--- src/rtl/multicycle_ctrl.sv ---
// Moore FSM sequencer for the multicycle MIPS-subset core.
// Decodes Op/Funct once per instruction, steps the shared datapath from FETCH
// through writeback, counts retired instructions and flags undecodable opcodes.
//
// Ports:
//   i_clk, i_rst_n        clock, asynchronous active-low reset
//   i_op, i_funct         Instr[31:26] / Instr[5:0] from IR
//   i_zero                ALUResult==0, used in BRANCH
//   o_iord .. o_pc_src    datapath mux selects and write enables
//   o_pc_en               PCWrite | (BrEQ & Zero) | (BrNE & ~Zero)
//   o_illegal_op          one-cycle pulse in DECODE on an undecodable Op/Funct
//   o_instr_retired       count of completed instructions (wraps silently)
module multicycle_ctrl #(
    parameter int unsigned CNT_W      = 32,
    parameter bit          ADDIU_ZEXT = 1'b1
) (
    input  logic             i_clk,
    input  logic             i_rst_n,
    input  logic [5:0]       i_op,
    input  logic [5:0]       i_funct,
    input  logic             i_zero,
    output logic             o_iord,
    output logic             o_mem_write,
    output logic             o_ir_write,
    output logic             o_reg_dst,
    output logic             o_mem_to_reg,
    output logic             o_reg_write,
    output logic             o_alu_src_a,
    output logic [1:0]       o_alu_src_b,
    output logic [2:0]       o_alu_control,
    output logic [1:0]       o_pc_src,
    output logic             o_pc_en,
    output logic             o_illegal_op,
    output logic [CNT_W-1:0] o_instr_retired
);

    localparam logic [5:0] OP_RTYPE = 6'b000000;
    localparam logic [5:0] OP_J     = 6'b000010;
    localparam logic [5:0] OP_BEQ   = 6'b000100;
    localparam logic [5:0] OP_BNE   = 6'b000101;
    localparam logic [5:0] OP_ADDI  = 6'b001000;
    localparam logic [5:0] OP_ADDIU = 6'b001001;
    localparam logic [5:0] OP_SLTI  = 6'b001010;
    localparam logic [5:0] OP_ANDI  = 6'b001100;
    localparam logic [5:0] OP_ORI   = 6'b001101;
    localparam logic [5:0] OP_LW    = 6'b100011;
    localparam logic [5:0] OP_SW    = 6'b101011;

    localparam logic [5:0] FN_ADD = 6'b100000;
    localparam logic [5:0] FN_SUB = 6'b100010;
    localparam logic [5:0] FN_AND = 6'b100100;
    localparam logic [5:0] FN_OR  = 6'b100101;
    localparam logic [5:0] FN_SLT = 6'b101010;

    localparam logic [2:0] ALU_ADD = 3'b010;
    localparam logic [2:0] ALU_SUB = 3'b110;
    localparam logic [2:0] ALU_AND = 3'b000;
    localparam logic [2:0] ALU_OR  = 3'b001;
    localparam logic [2:0] ALU_SLT = 3'b111;

    localparam logic [1:0] SRCB_REG  = 2'b00;
    localparam logic [1:0] SRCB_ONE  = 2'b01;
    localparam logic [1:0] SRCB_SIMM = 2'b10;
    localparam logic [1:0] SRCB_ZIMM = 2'b11;
    localparam logic [1:0] SRCB_ADDIU = ADDIU_ZEXT ? SRCB_ZIMM : SRCB_SIMM;

    localparam logic [1:0] PC_ALURES = 2'b00;
    localparam logic [1:0] PC_ALUOUT = 2'b01;
    localparam logic [1:0] PC_JUMP   = 2'b10;

    typedef enum logic [3:0] {
        S_RST    = 4'd0,
        S_FETCH  = 4'd1,
        S_DECODE = 4'd2,
        S_MEMADR = 4'd3,
        S_MEMRD  = 4'd4,
        S_MEMWB  = 4'd5,
        S_MEMWR  = 4'd6,
        S_RTYPE  = 4'd7,
        S_ALUWB  = 4'd8,
        S_IMMEX  = 4'd9,
        S_IMMWB  = 4'd10,
        S_BRANCH = 4'd11,
        S_JUMP   = 4'd12
    } state_t;

    state_t     r_state;
    state_t     w_next_state;

    logic       w_funct_ok;
    logic [2:0] w_funct_alu;
    logic       w_op_illegal;
    logic       w_pc_write;
    logic       w_br_eq;
    logic       w_br_ne;
    logic       w_retire;
    logic [CNT_W-1:0] r_instr_retired;

    // R-type function decode
    always_comb begin
        w_funct_ok  = 1'b1;
        w_funct_alu = ALU_ADD;
        case (i_funct)
            FN_ADD:  w_funct_alu = ALU_ADD;
            FN_SUB:  w_funct_alu = ALU_SUB;
            FN_AND:  w_funct_alu = ALU_AND;
            FN_OR:   w_funct_alu = ALU_OR;
            FN_SLT:  w_funct_alu = ALU_SLT;
            default: w_funct_ok  = 1'b0;
        endcase
    end

    // Opcode legality, including unknown Funct under Op=000000
    always_comb begin
        w_op_illegal = 1'b0;
        case (i_op)
            OP_RTYPE:                              w_op_illegal = ~w_funct_ok;
            OP_LW, OP_SW, OP_BEQ, OP_BNE, OP_J,
            OP_ADDI, OP_ADDIU, OP_SLTI, OP_ANDI,
            OP_ORI:                                w_op_illegal = 1'b0;
            default:                               w_op_illegal = 1'b1;
        endcase
    end

    // State register
    always_ff @(posedge i_clk or negedge i_rst_n) begin
        if (!i_rst_n) begin
            r_state <= S_RST;
        end else begin
            r_state <= w_next_state;
        end
    end

    // Next-state logic
    always_comb begin
        w_next_state = S_FETCH;
        case (r_state)
            S_RST:    w_next_state = S_FETCH;
            S_FETCH:  w_next_state = S_DECODE;
            S_DECODE: begin
                case (i_op)
                    OP_LW, OP_SW:     w_next_state = S_MEMADR;
                    OP_RTYPE:         w_next_state = w_funct_ok ? S_RTYPE : S_FETCH;
                    OP_ADDI, OP_ADDIU, OP_SLTI,
                    OP_ANDI, OP_ORI:  w_next_state = S_IMMEX;
                    OP_BEQ, OP_BNE:   w_next_state = S_BRANCH;
                    OP_J:             w_next_state = S_JUMP;
                    default:          w_next_state = S_FETCH;
                endcase
            end
            S_MEMADR: begin
                if (i_op == OP_LW) begin
                    w_next_state = S_MEMRD;
                end else if (i_op == OP_SW) begin
                    w_next_state = S_MEMWR;
                end else begin
                    w_next_state = S_FETCH;
                end
            end
            S_MEMRD:  w_next_state = S_MEMWB;
            S_RTYPE:  w_next_state = S_ALUWB;
            S_IMMEX:  w_next_state = S_IMMWB;
            default:  w_next_state = S_FETCH;
        endcase
    end

    // Moore outputs, decoded from state plus Op/Funct/Zero
    always_comb begin
        o_iord        = 1'b0;
        o_mem_write   = 1'b0;
        o_ir_write    = 1'b0;
        o_reg_dst     = 1'b0;
        o_mem_to_reg  = 1'b0;
        o_reg_write   = 1'b0;
        o_alu_src_a   = 1'b0;
        o_alu_src_b   = SRCB_REG;
        o_alu_control = ALU_ADD;
        o_pc_src      = PC_ALURES;
        o_illegal_op  = 1'b0;
        w_pc_write    = 1'b0;
        w_br_eq       = 1'b0;
        w_br_ne       = 1'b0;
        w_retire      = 1'b0;
        case (r_state)
            S_FETCH: begin
                o_ir_write  = 1'b1;
                o_alu_src_b = SRCB_ONE;
                w_pc_write  = 1'b1;
            end
            S_DECODE: begin
                o_alu_src_b  = SRCB_SIMM;
                o_illegal_op = w_op_illegal;
            end
            S_MEMADR: begin
                o_alu_src_a = 1'b1;
                o_alu_src_b = SRCB_SIMM;
            end
            S_MEMRD: begin
                o_iord = 1'b1;
            end
            S_MEMWB: begin
                o_mem_to_reg = 1'b1;
                o_reg_write  = 1'b1;
                w_retire     = 1'b1;
            end
            S_MEMWR: begin
                o_iord      = 1'b1;
                o_mem_write = 1'b1;
                w_retire    = 1'b1;
            end
            S_RTYPE: begin
                o_alu_src_a   = 1'b1;
                o_alu_control = w_funct_alu;
            end
            S_ALUWB: begin
                o_reg_dst   = 1'b1;
                o_reg_write = 1'b1;
                w_retire    = 1'b1;
            end
            S_IMMEX: begin
                o_alu_src_a = 1'b1;
                o_alu_src_b = SRCB_SIMM;
                case (i_op)
                    OP_ANDI:  o_alu_control = ALU_AND;
                    OP_ORI:   o_alu_control = ALU_OR;
                    OP_SLTI:  o_alu_control = ALU_SLT;
                    OP_ADDIU: o_alu_src_b   = SRCB_ADDIU;
                    default:  o_alu_control = ALU_ADD;
                endcase
            end
            S_IMMWB: begin
                o_reg_write = 1'b1;
                w_retire    = 1'b1;
            end
            S_BRANCH: begin
                o_alu_src_a   = 1'b1;
                o_alu_control = ALU_SUB;
                o_pc_src      = PC_ALUOUT;
                w_br_eq       = (i_op == OP_BEQ);
                w_br_ne       = (i_op == OP_BNE);
                w_retire      = 1'b1;
            end
            S_JUMP: begin
                o_pc_src   = PC_JUMP;
                w_pc_write = 1'b1;
                w_retire   = 1'b1;
            end
            default: begin
                o_illegal_op = 1'b0;
            end
        endcase
        o_pc_en = w_pc_write | (w_br_eq & i_zero) | (w_br_ne & ~i_zero);
    end

    // Retired-instruction counter, bumped as each writeback state exits
    always_ff @(posedge i_clk or negedge i_rst_n) begin
        if (!i_rst_n) begin
            r_instr_retired <= '0;
        end else if (w_retire) begin
            r_instr_retired <= r_instr_retired + CNT_W'(1);
        end
    end

    assign o_instr_retired = r_instr_retired;

endmodule

--- config.mk ---
export PLATFORM = sky130hd
export DESIGN_NAME = multicycle_ctrl
export DESIGN_NICKNAME = d
export VERILOG_FILES = /design/src/rtl/multicycle_ctrl.sv
export SDC_FILE = /design/constraint.sdc
export NUM_CORES = 1
export LEC_CHECK = 0
export ABC_AREA = 1
export CAP_MARGIN = 15
export CELL_PAD_IN_SITES_DETAIL_PLACEMENT = 0
export CELL_PAD_IN_SITES_GLOBAL_PLACEMENT = 1
export CORE_MARGIN = 4
export CORE_UTILIZATION = 37
export CTS_CLUSTER_DIAMETER = 60
export DETAILED_ROUTE_END_ITERATION = 8
export PLACE_DENSITY = 0.94
export REMOVE_ABC_BUFFERS = 1
export SYNTH_ARGS = -nofsm -noshare
export SYNTH_HDL_FRONTEND = slang
export SYNTH_SLANG_ARGS = --single-unit
--- constraint.sdc ---
create_clock -name i_clk -period 4.2 [get_ports i_clk]
set_input_delay 0.63 -clock i_clk [delete_from_list [all_inputs] [get_ports i_clk]]
set_output_delay 0.63 -clock i_clk [all_outputs]
set_load 0.05 [all_outputs]
==> impl_summary.log, run 1 <==
INFO  metric detailedPlace.worstSlack = ~0.87 ns
INFO  metric start_util = a little under two fifths
INFO  metric max_rail_drop_vdd = roughly 240 uV
INFO  metric rsz0062_at_grt = no
INFO  metric grt_pass1_wl = roughly 12000 um
INFO  metric setup_ws = 0.856 ns
INFO  metric crit_path_max_delay_family = buffers and inverters
INFO  metric synth_top_flop_cell = sky130_fd_sc_hd__dfrtp_1
INFO  metric synth.top_cell.area_share = 32.7%
INFO  metric crit_path_max_incr_delay = 0.81 ns
INFO  metric p_leak = approximately 1.7 nW
INFO  metric antenna_found_initial = 0
INFO  metric crit_chain = clkdlybuf4s50_1, inv_1, nand2_1, nor3_1, nand2_1, o21ai_0, or2_2, nor2_1, clkdlybuf4s50_1
INFO  metric ctsHtreeMaxLevel = 2
INFO  metric utilization_after_layout = around half
INFO  metric worst_slew_margin_rel = roughly 45%
INFO  metric synth.top_cells.by_count = sky130_fd_sc_hd__nand2_1, sky130_fd_sc_hd__nor2_1, sky130_fd_sc_hd__inv_1
INFO  metric power_per_cell_area = between 300 and 400 mW/mm^2
INFO  metric finalWirelength = between 7000 and 8000 um
INFO  metric crit_path_start_kind = input port
INFO  metric globalRoute.totalOverflow = 0
INFO  metric fin_tns_setup = 0 ns
INFO  metric synthesis.yosys.warnings = 0
INFO  metric clock_path_buffers = 2
INFO  metric maxCapViolations = 0
INFO  metric track_usage = ~17%
INFO  metric report.final.slew_viol_count = 0
INFO  metric drtPass1Iterations = 4
INFO  metric status = finished, final reports clean
INFO  metric worstSetupPathType = in -> out
INFO  metric timing.critical_path.arrival = around 2.7 ns
INFO  metric syn_inst = 450
INFO  metric clockRootBuffer = sky130_fd_sc_hd__clkbuf_8
INFO  metric hold_viol_final = 0
INFO  metric synth_cell_area = 0.00275 mm^2
INFO  metric floorplan.die_area = between 0.008 and 0.009 mm^2
INFO  metric clkSlewWorstSetupHoldPaths = roughly 0.07 ns
INFO  metric num_antenna_cells = 0
INFO  metric finClkSkew = 0.0103 ns
INFO  metric slowest_cell_on_the_critical_path = sky130_fd_sc_hd__clkdlybuf4s50_1
INFO  metric final_net_count = 530
INFO  metric post-cts-setup-buffer-count = 0
INFO  metric cts_resized = 0
INFO  metric synth_top_cells_by_area = sky130_fd_sc_hd__dfrtp_1, sky130_fd_sc_hd__nand2_1, sky130_fd_sc_hd__nor2_1
INFO  metric hpwlAfterDp = 5680 um
INFO  metric count_of_flip_flops_with_a_built_in_enable_after_synthesis = 0
INFO  metric vias_in_the_first_global_route = around 2700
INFO  metric design_power_total = between 1 and 1.5 mW
INFO  metric layout-drive-gt1-share = 6.42%
INFO  metric total_of_fill_cells_in_the_finished_design = roughly 750
INFO  metric required = roughly 3.6 ns
INFO  metric fmaxAchievable = approximately 300 MHz
INFO  metric clock_latency = 0.29 ns
INFO  metric ioPinCount = 63
INFO  metric synthArstFlopShare = between 90% and 100%
INFO  metric drcViolationCount = 0
INFO  metric worst_setup_path_end_kind = primary output
INFO  metric cts_made_buffers = 5
INFO  metric synth_top_cell_by_area = sky130_fd_sc_hd__dfrtp_1
INFO  metric minimum_clock_period_after_layout = between 3 and 4 ns
INFO  metric syn_to_final_growth = 27.3%
INFO  metric ctsHoldBuffers = 0
INFO  metric gpl.final_weighted_congestion = ~0.88
INFO  metric synth-seq-area-share = around 33%
INFO  metric dieWidth = around 94 um
INFO  metric cts_num_sinks = 36
INFO  metric layout_worst_path_cycle_share = about 80%
INFO  metric dr_total_vias = 2879
INFO  metric dominant_cell_by_count_in_the_synthesized_netlist = sky130_fd_sc_hd__nand2_1
INFO  metric floorplan.die.height = between 90 and 100 um
INFO  metric wire_per_inst = roughly 12 um
INFO  metric cp.buffers_inverters = 3
INFO  metric worstMarginPinSlew = around 0.83 ns
INFO  metric placed_cells = slightly above 600
INFO  metric cp_max_fo = 4
INFO  metric final_antenna_net_count = 0
INFO  metric cts_tree = yes
INFO  metric worstHoldPathType = in -> async
INFO  metric maximum_number_of_pins_on_one_net_before_global_route_repair = 37
INFO  metric synth_seq_cells = 36
INFO  metric syn-mean-instance-area = ~6.1 um^2
INFO  metric final_cells = 613
INFO  metric portBuffers = slightly above 60
INFO  metric setup_viol_count_final = 0
INFO  metric standard_cell_row_count = 31
INFO  metric route.detailed.vias_per_inst = about 4.7
INFO  metric drt_iter0_drc = about 230
INFO  metric fp.coreArea = a little over 0.007 mm^2
INFO  metric synth.lib_cells_used.distinct = 32
[state kept, by name, indices dropped and copies added, names as in the netlist]
register,count
r_state,4
o_instr_retired,32
[where the power goes]
group          switching, mW  leakage, nW  internal (mW)  total (mW)
Sequential            0.0389        0.494          0.372       0.411
Clock                  0.118       0.0410          0.113       0.231
Combinational          0.345         1.12          0.153       0.498
Total                  0.502         1.65          0.638        1.14
[layer usage]
metal  track usage, %  vias up  wire, um
met3             3.04        8       377
met1             23.6     1297      3490
li1                 -     1504         -
met5                0        -         0
met4             4.21        0        87
met2             28.1       70      3350
[final timing paths]
path | start | cells past startpoint | endpoint | slack [ns]
setup / recovery | i_op[0] | 9 | o_illegal_op | 0.86
hold / removal | i_rst_n | 1 | o_instr_retired[20] | 0.44
setup reg to reg | r_state[0] | 8 | o_instr_retired[17] | 2.33
hold reg to reg | o_instr_retired[31] | 2 | o_instr_retired[31] | 0.54
max in group asynchronous | i_rst_n | 1 | o_instr_retired[28] | 3.24
min in group i_clk | o_instr_retired[31] | 2 | o_instr_retired[31] | 0.54
[area by class of cell]
cell class                 instances  area, um^2  share of cell area (%)
tap                               99         124                    3.54
timing repair buffer              62         616                    17.6
clock buffer                       6        72.6                    2.07
inverter                          58         218                    6.21
sequential                        36         901                    25.7
multi-input combinational        351        1570                    44.7
clock inverter                     1        5.00                   0.143
[cell families after synthesis]
kind of cell / after synthesis / share of synthesized area (%)
flops: 36 / 32.7
buf+inv: 63 / 10.3
fa+ha+maj: 1 / 0.455
simple gates: 316 / 47.5
compound gates: 25 / 6.18
xor+xnor: 9 / 2.87
[cell usage in the layout, fill, tap and decap left out, types with 6 or more instances in the layout]
cell,count
sky130_fd_sc_hd__nor2_1,85
sky130_fd_sc_hd__nor3_1,7
sky130_fd_sc_hd__xor2_1,7
sky130_fd_sc_hd__dfrtp_1,36
sky130_fd_sc_hd__nand2_1,177
sky130_fd_sc_hd__inv_1,55
sky130_fd_sc_hd__o21ai_1,6
sky130_fd_sc_hd__nand3_1,26
sky130_fd_sc_hd__clkdlybuf4s50_1,61
[per-stage QoR]
step | hold slack [ns] | cell area, um^2
CTS | 0.461 | 3500
finish | 0.440 | 3500
detailed placement | 0.529 | 3430
floorplan | 0.334 | 2690
global placement | 0.514 | 3430
global route | 0.492 | 3500
Power figures use the tool's default switching activity.
==> run 2, diff against run 1 <==
--- a/config.mk
+++ b/config.mk
@@ -10,10 +10,10 @@
 export CELL_PAD_IN_SITES_DETAIL_PLACEMENT = 0
 export CELL_PAD_IN_SITES_GLOBAL_PLACEMENT = 1
 export CORE_MARGIN = 4
-export CORE_UTILIZATION = 37
+export CORE_UTILIZATION = 31
 export CTS_CLUSTER_DIAMETER = 60
 export DETAILED_ROUTE_END_ITERATION = 8
-export PLACE_DENSITY = 0.94
+export PLACE_DENSITY = 0.85
 export REMOVE_ABC_BUFFERS = 1
 export SYNTH_ARGS = -nofsm -noshare
 export SYNTH_HDL_FRONTEND = slang
==> constraint.sdc (replaced) <==
create_clock -name i_clk -period 2.8 [get_ports i_clk]
set_input_delay 0.42 -clock i_clk [delete_from_list [all_inputs] [get_ports i_clk]]
set_output_delay 0.42 -clock i_clk [all_outputs]
set_load 0.05 [all_outputs]
==> run 2 against run 1 <==
  * Cell count rose by 1.8%
  * Highest routed layer unchanged
  * Largest power group unchanged
  * Hold slack got worse by 0.21 ns
  * Clock power rose by 68%
==> impl_summary.log, run 2 (same netlist as run 1, synthesis figures left out) <==
INFO  metric gpl.final_weighted_congestion = approximately 0.89
INFO  metric hold_viol_final = 0
INFO  metric maximum_number_of_pins_on_one_net_before_global_route_repair = 37
INFO  metric floorplan.die_area = around 0.010 mm^2
INFO  metric rsz0062_at_grt = no
INFO  metric globalRoute.totalOverflow = 0
INFO  metric reg2regPathDepth = 8
INFO  metric ctsHoldBuffers = 0
INFO  metric clock_latency = 0.29 ns
INFO  metric worstMarginPinSlew = around 0.84 ns
INFO  metric max_rail_drop_vdd = 401 uV
INFO  metric regToRegStartpoint = r_state[0]
INFO  metric num_antenna_cells = 0
INFO  metric ctsHtreeMaxLevel = 2
INFO  metric power.share.combinational = a little over two fifths
INFO  metric timing.critical_path.arrival = between 2 and 2.5 ns
INFO  metric cts_made_buffers = 5
INFO  metric dieWidth = 102 um
INFO  metric worstSetupPathType = reg -> out
INFO  metric clock_path_buffers = 2
INFO  metric cts_num_sinks = 36
INFO  metric route.detailed.vias_per_inst = approximately 4.6
INFO  metric cell_internal_pwr = just over 1 mW
INFO  metric r2r_setup_slack = ~0.99 ns
INFO  metric fp.coreArea = just under 0.009 mm^2
INFO  metric placed_cells = about 620
INFO  metric final_net_count = ~530
INFO  metric fin_tns_setup = 0 ns
INFO  metric cts_tree = yes
INFO  metric power_switching = 0.777 mW
INFO  metric final_cells = between 600 and 700
INFO  metric vias_in_the_first_global_route = 2702
INFO  metric standard_cell_row_count = 34
INFO  metric largest_register_ff_count = 32
INFO  metric finClkSkew = roughly 0.008 ns
INFO  metric p_leak = 1.69 nW
INFO  metric drcViolationCount = 0
INFO  metric track_usage = between 10% and 20%
INFO  metric layout.cells.most_common = sky130_fd_sc_hd__nand2_1
INFO  metric share_seq_of_total_power = roughly 34%
INFO  metric status = finished, final reports clean
INFO  metric drtPass1Iterations = 4
INFO  metric layout_worst_path_cycle_share = between 90% and 100%
INFO  metric power.share.switching = 43.4%
INFO  metric cts_resized = 0
INFO  metric floorplan.die.height = 102 um
INFO  metric report.final.slew_viol_count = 0
INFO  metric final_antenna_net_count = 0
INFO  metric cp_max_fo = 6
INFO  metric syn_to_final_growth = 29.8%
INFO  metric crit_path_start_kind = flip-flop
INFO  metric power_per_cell_area = between 500 and 600 mW/mm^2
INFO  metric drt_iter0_drc = between 90 and 100
INFO  metric maxCapViolations = 0
INFO  metric dr_total_vias = approximately 2900
INFO  metric clkSlewWorstSetupHoldPaths = about 0.07 ns
INFO  metric layout-drive-gt1-share = 8.14%
INFO  metric clock_power_share = between 20% and 30%
INFO  metric wire_per_inst = ~12 um
INFO  metric minimum_clock_period_after_layout = around 2.6 ns
INFO  metric grt_pass1_wl = around 13000 um
INFO  metric required = 2.38 ns
INFO  metric final_cell_mix = sky130_fd_sc_hd__nand2_1, sky130_fd_sc_hd__nor2_1, sky130_fd_sc_hd__inv_1, sky130_fd_sc_hd__clkdlybuf4s50_1, sky130_fd_sc_hd__dfrtp_1
INFO  metric worst_r2r_endpoint = o_instr_retired[14]
INFO  metric portBuffers = 62
INFO  metric worst_slew_margin_rel = around 44%
INFO  metric post-cts-setup-buffer-count = 0
INFO  metric setup_viol_count_final = 0
INFO  metric design_power_total = 1.79 mW
INFO  metric start_util = 31.7%
INFO  metric fmaxAchievable = 386 MHz
INFO  metric worstHoldPathType = in -> async
INFO  metric ioPinCount = 63
INFO  metric worst_setup_path_end_kind = primary output
INFO  metric hpwlAfterDp = roughly 6000 um
INFO  metric finalWirelength = around 7600 um
INFO  metric clockRootBuffer = sky130_fd_sc_hd__clkbuf_8
INFO  metric antenna_found_initial = 0
-- run 2: changes by cell type in the layout (fill, tap and decap cells not counted), sizes merged --
cell	before	now
clkinv	1	2
clkdlybuf4s50	61	55
buf	1	8
-- run 2: cell type report --
class / count / area [um^2]
Clock inverter: 2 / 10.0
Fill cell: 955 / 5110
Tap cell: 108 / 135
Multi-Input combinational cell: 351 / 1570
Inverter: 58 / 218
Sequential cell: 36 / 901
Timing Repair Buffer: 63 / 658
Clock buffer: 6 / 82.6
-- run 2: routing by layer --
layer | up-vias | GRT usage [%] | share of wire [%]
met1 | 1278 | 20.2 | 47
met2 | 59 | 26.2 | 48
met3 | 8 | 2.18 | 4.2
met5 | - | 0 | 0
met4 | 0 | 4.04 | 1.2
li1 | 1509 | - | -
-- run 2: critical path, stage by stage, from the launching register on --
cell,delay [ns]
sky130_fd_sc_hd__dfrtp_1,0.42
sky130_fd_sc_hd__inv_1,0.12
sky130_fd_sc_hd__nand2_2,0.12
sky130_fd_sc_hd__nor2_1,0.22
sky130_fd_sc_hd__nor2_1,0.12
sky130_fd_sc_hd__nand3_1,0.09
sky130_fd_sc_hd__clkdlybuf4s50_1,0.80
-- run 2: power by group through the flow --
stage,combinational (mW),clock (mW),sequential (mW)
floorplan,0.437,0,0.687
global placement,0.792,0,0.622
detailed placement,0.793,0,0.626
CTS,0.797,0.411,0.615
global route,0.851,0.430,0.624
finish,0.786,0.389,0.615
-- run 2: how the worst max path moves through the flow --
| stage | start | end |
|---|---|---|
| 6_report | r_state[1] | o_alu_src_a |
| 5_1_grt | r_state[1] | o_alu_src_a |
| 3_5_place_dp | i_op[0] | o_illegal_op |
| 2_1_floorplan | r_state[2] | o_pc_en |
| 3_3_place_gp | i_op[0] | o_illegal_op |
| 4_1_cts | r_state[1] | o_alu_src_a |
-- run 2: through the flow --
step	hold WS (ns)	cell area, um^2	util, %	setup slack, ns
final	0.228	3570	41.2	0.207
after global routing	0.291	3570	41.2	0.0254
after CTS	0.258	3570	41.2	0.170
after detailed placement	0.519	3480	40.1	0.399
after global placement	0.520	3480	40.1	0.451
after floorplan	0.124	2690	-	0.456
==> run 3, diff against run 2 <==
--- a/config.mk
+++ b/config.mk
@@ -9,7 +9,6 @@
 export CAP_MARGIN = 15
 export CELL_PAD_IN_SITES_DETAIL_PLACEMENT = 0
 export CELL_PAD_IN_SITES_GLOBAL_PLACEMENT = 1
-export CORE_MARGIN = 4
 export CORE_UTILIZATION = 31
 export CTS_CLUSTER_DIAMETER = 60
 export DETAILED_ROUTE_END_ITERATION = 8
==> run 3 against run 2 <==
  * Wire length is 4.3% lower
  * Hold slack worse by 0.0030 ns
  * Setup slack better by 0.015 ns
  * Fmax is 0.57% higher
  * Sequential power hardly changed
  * Global-route usage is 1.6 points higher
==> impl_summary.log, run 3 (same netlist as run 1, synthesis figures left out) <==
INFO  metric layout-drive-gt1-share = under 10%
INFO  metric seq_area = approximately 900 um^2
INFO  metric portBuffers = slightly above 60
INFO  metric postLayoutCellArea = ~0.0036 mm^2
INFO  metric minimum_clock_period_after_layout = around 2.6 ns
INFO  metric cts_made_buffers = 5
INFO  metric start_util = a little under a third
INFO  metric final_antenna_net_count = 0
INFO  metric antenna_found_initial = 0
INFO  metric timing.critical_path.arrival = between 2 and 2.5 ns
INFO  metric wire_per_inst = roughly 12 um
INFO  metric rsz0062_at_grt = no
INFO  metric worstSetupPathType = reg -> out
INFO  metric cts_num_sinks = 36
INFO  metric report.final.slew_viol_count = 0
INFO  metric clockRootBuffer = sky130_fd_sc_hd__clkbuf_8
INFO  metric required = around 2.4 ns
INFO  metric clock_path_buffers = 2
INFO  metric vias_in_the_first_global_route = ~2700
INFO  metric post-cts-setup-buffer-count = 0
INFO  metric cts_tree = yes
INFO  metric cp_max_fo = 6
INFO  metric ctsHoldBuffers = 0
INFO  metric maxCapViolations = 0
INFO  metric num_antenna_cells = 0
INFO  metric drcViolationCount = 0
INFO  metric route.detailed.vias_per_inst = 4.56
INFO  metric fmaxAchievable = 388 MHz
INFO  metric clkSlewWorstSetupHoldPaths = approximately 0.080 ns
INFO  metric max_rail_drop_vdd = ~420 uV
INFO  metric largest_register_ff_count = 32
INFO  metric worst_setup_path_end_kind = primary output
INFO  metric worst_slew_margin_rel = 44.2%
INFO  metric final_cell_mix = sky130_fd_sc_hd__nand2_1, sky130_fd_sc_hd__nor2_1, sky130_fd_sc_hd__inv_1, sky130_fd_sc_hd__clkdlybuf4s50_1, sky130_fd_sc_hd__dfrtp_1
INFO  metric clock_power_share = a little under a quarter
INFO  metric total_of_fill_cells_in_the_finished_design = between 900 and 1000
INFO  metric cts_resized = 0
INFO  metric syn_to_final_growth = 29.7%
INFO  metric cell_internal_pwr = 1.03 mW
INFO  metric fp.coreArea = around 0.0086 mm^2
INFO  metric hold_viol_final = 0
INFO  metric grt_pass1_wl = between 10000 and 15000 um
INFO  metric dieWidth = just under 100 um
INFO  metric worstMarginPinSlew = ~0.84 ns
INFO  metric share_seq_of_total_power = between 30% and 40%
INFO  metric power.share.combinational = around 43%
INFO  metric floorplan.die_area = approximately 0.0093 mm^2
INFO  metric drtPass1Iterations = 5
INFO  metric design_power_total = ~1.8 mW
INFO  metric maximum_number_of_pins_on_one_net_before_global_route_repair = 37
INFO  metric status = finished, final reports clean
INFO  metric final_net_count = 530
INFO  metric standard_cell_row_count = 34
INFO  metric track_usage = 16.9%
INFO  metric clock_latency = 0.29 ns
INFO  metric floorplan.die.height = 96.2 um
INFO  metric setup_viol_count_final = 0
INFO  metric layout.cells.most_common = sky130_fd_sc_hd__nand2_1
INFO  metric hpwlAfterDp = 5650 um
INFO  metric finClkSkew = about 0.0052 ns
INFO  metric dr_total_vias = between 2000 and 3000
INFO  metric ioPinCount = 63
INFO  metric dpl_cell_area = 0.00347 mm^2
INFO  metric power_switching = about 0.77 mW
INFO  metric ctsHtreeMaxLevel = 2
INFO  metric globalRoute.totalOverflow = 0
INFO  metric gpl.final_weighted_congestion = 0.831
INFO  metric fin_tns_setup = 0 ns
INFO  metric multi_input_comb_area = between 0.0015 and 0.002 mm^2
INFO  metric p_leak = around 1.7 nW
INFO  metric finalWirelength = roughly 7300 um
INFO  metric crit_path_start_kind = flip-flop
INFO  metric layout_worst_path_cycle_share = 92.1%
INFO  metric power.share.switching = a little over two fifths
INFO  metric worstHoldPathType = in -> async
INFO  metric power_per_cell_area = just over 500 mW/mm^2
INFO  metric drt_iter0_drc = roughly 110
run 3: final cells by class:
type                            instances  area share, %
Clock buffer                            7           2.70
Inverter                               58           6.10
Multi-Input combinational cell        351           43.9
Sequential cell                        36           25.2
Tap cell                              108           3.79
Timing Repair Buffer                   62           18.2
run 3: per-layer routing:
metal | GRT usage, % | up-vias | part of all wire [%]
met5 | 0 | - | 0
met4 | 3.73 | 0 | 0.82
li1 | - | 1508 | -
met2 | 30.4 | 47 | 49
met3 | 2.21 | 4 | 2.6
met1 | 21.3 | 1280 | 48
run 3: worst max-delay path: stages (launching register included):
cell	delay, ns
sky130_fd_sc_hd__dfrtp_1	0.42
sky130_fd_sc_hd__inv_1	0.11
sky130_fd_sc_hd__nand2_2	0.11
sky130_fd_sc_hd__nor2_1	0.22
sky130_fd_sc_hd__nor2_1	0.11
sky130_fd_sc_hd__nand3_1	0.09
sky130_fd_sc_hd__clkdlybuf4s50_1	0.80
run 3: path summary, 6_finish.rpt:
kind	from	to	slack [ns]	depth (start not counted)
worst max-delay path	r_state[1]	o_alu_src_a	0.22	6
worst max register to register	r_state[0]	o_instr_retired[17]	0.94	8
worst min-delay path	i_rst_n	o_instr_retired[19]	0.23	1
min in group i_clk	o_instr_retired[31]	o_instr_retired[31]	0.53	2
worst min register to register	o_instr_retired[31]	o_instr_retired[31]	0.53	2
max in group asynchronous	i_rst_n	r_state[1]	2.05	1
run 3: power groups by stage:
stage	combinational, mW	clock, mW	sequential, mW
floorplan	0.437	0	0.687
detailed placement	0.785	0	0.624
finish	0.780	0.409	0.614
CTS	0.787	0.423	0.614
global placement	0.784	0	0.622
global route	0.835	0.441	0.621
run 3: through the flow:
step	setup WS, ns	cells	util, %	hold slack, ns
4_1_cts	0.204	622	41.3	0.254
3_3_place_gp	0.454	615	40.2	0.516
5_1_grt	0.0535	622	41.3	0.297
2_1_floorplan	0.456	445	-	0.124
6_report	0.222	622	41.3	0.225
3_5_place_dp	0.445	615	40.2	0.515
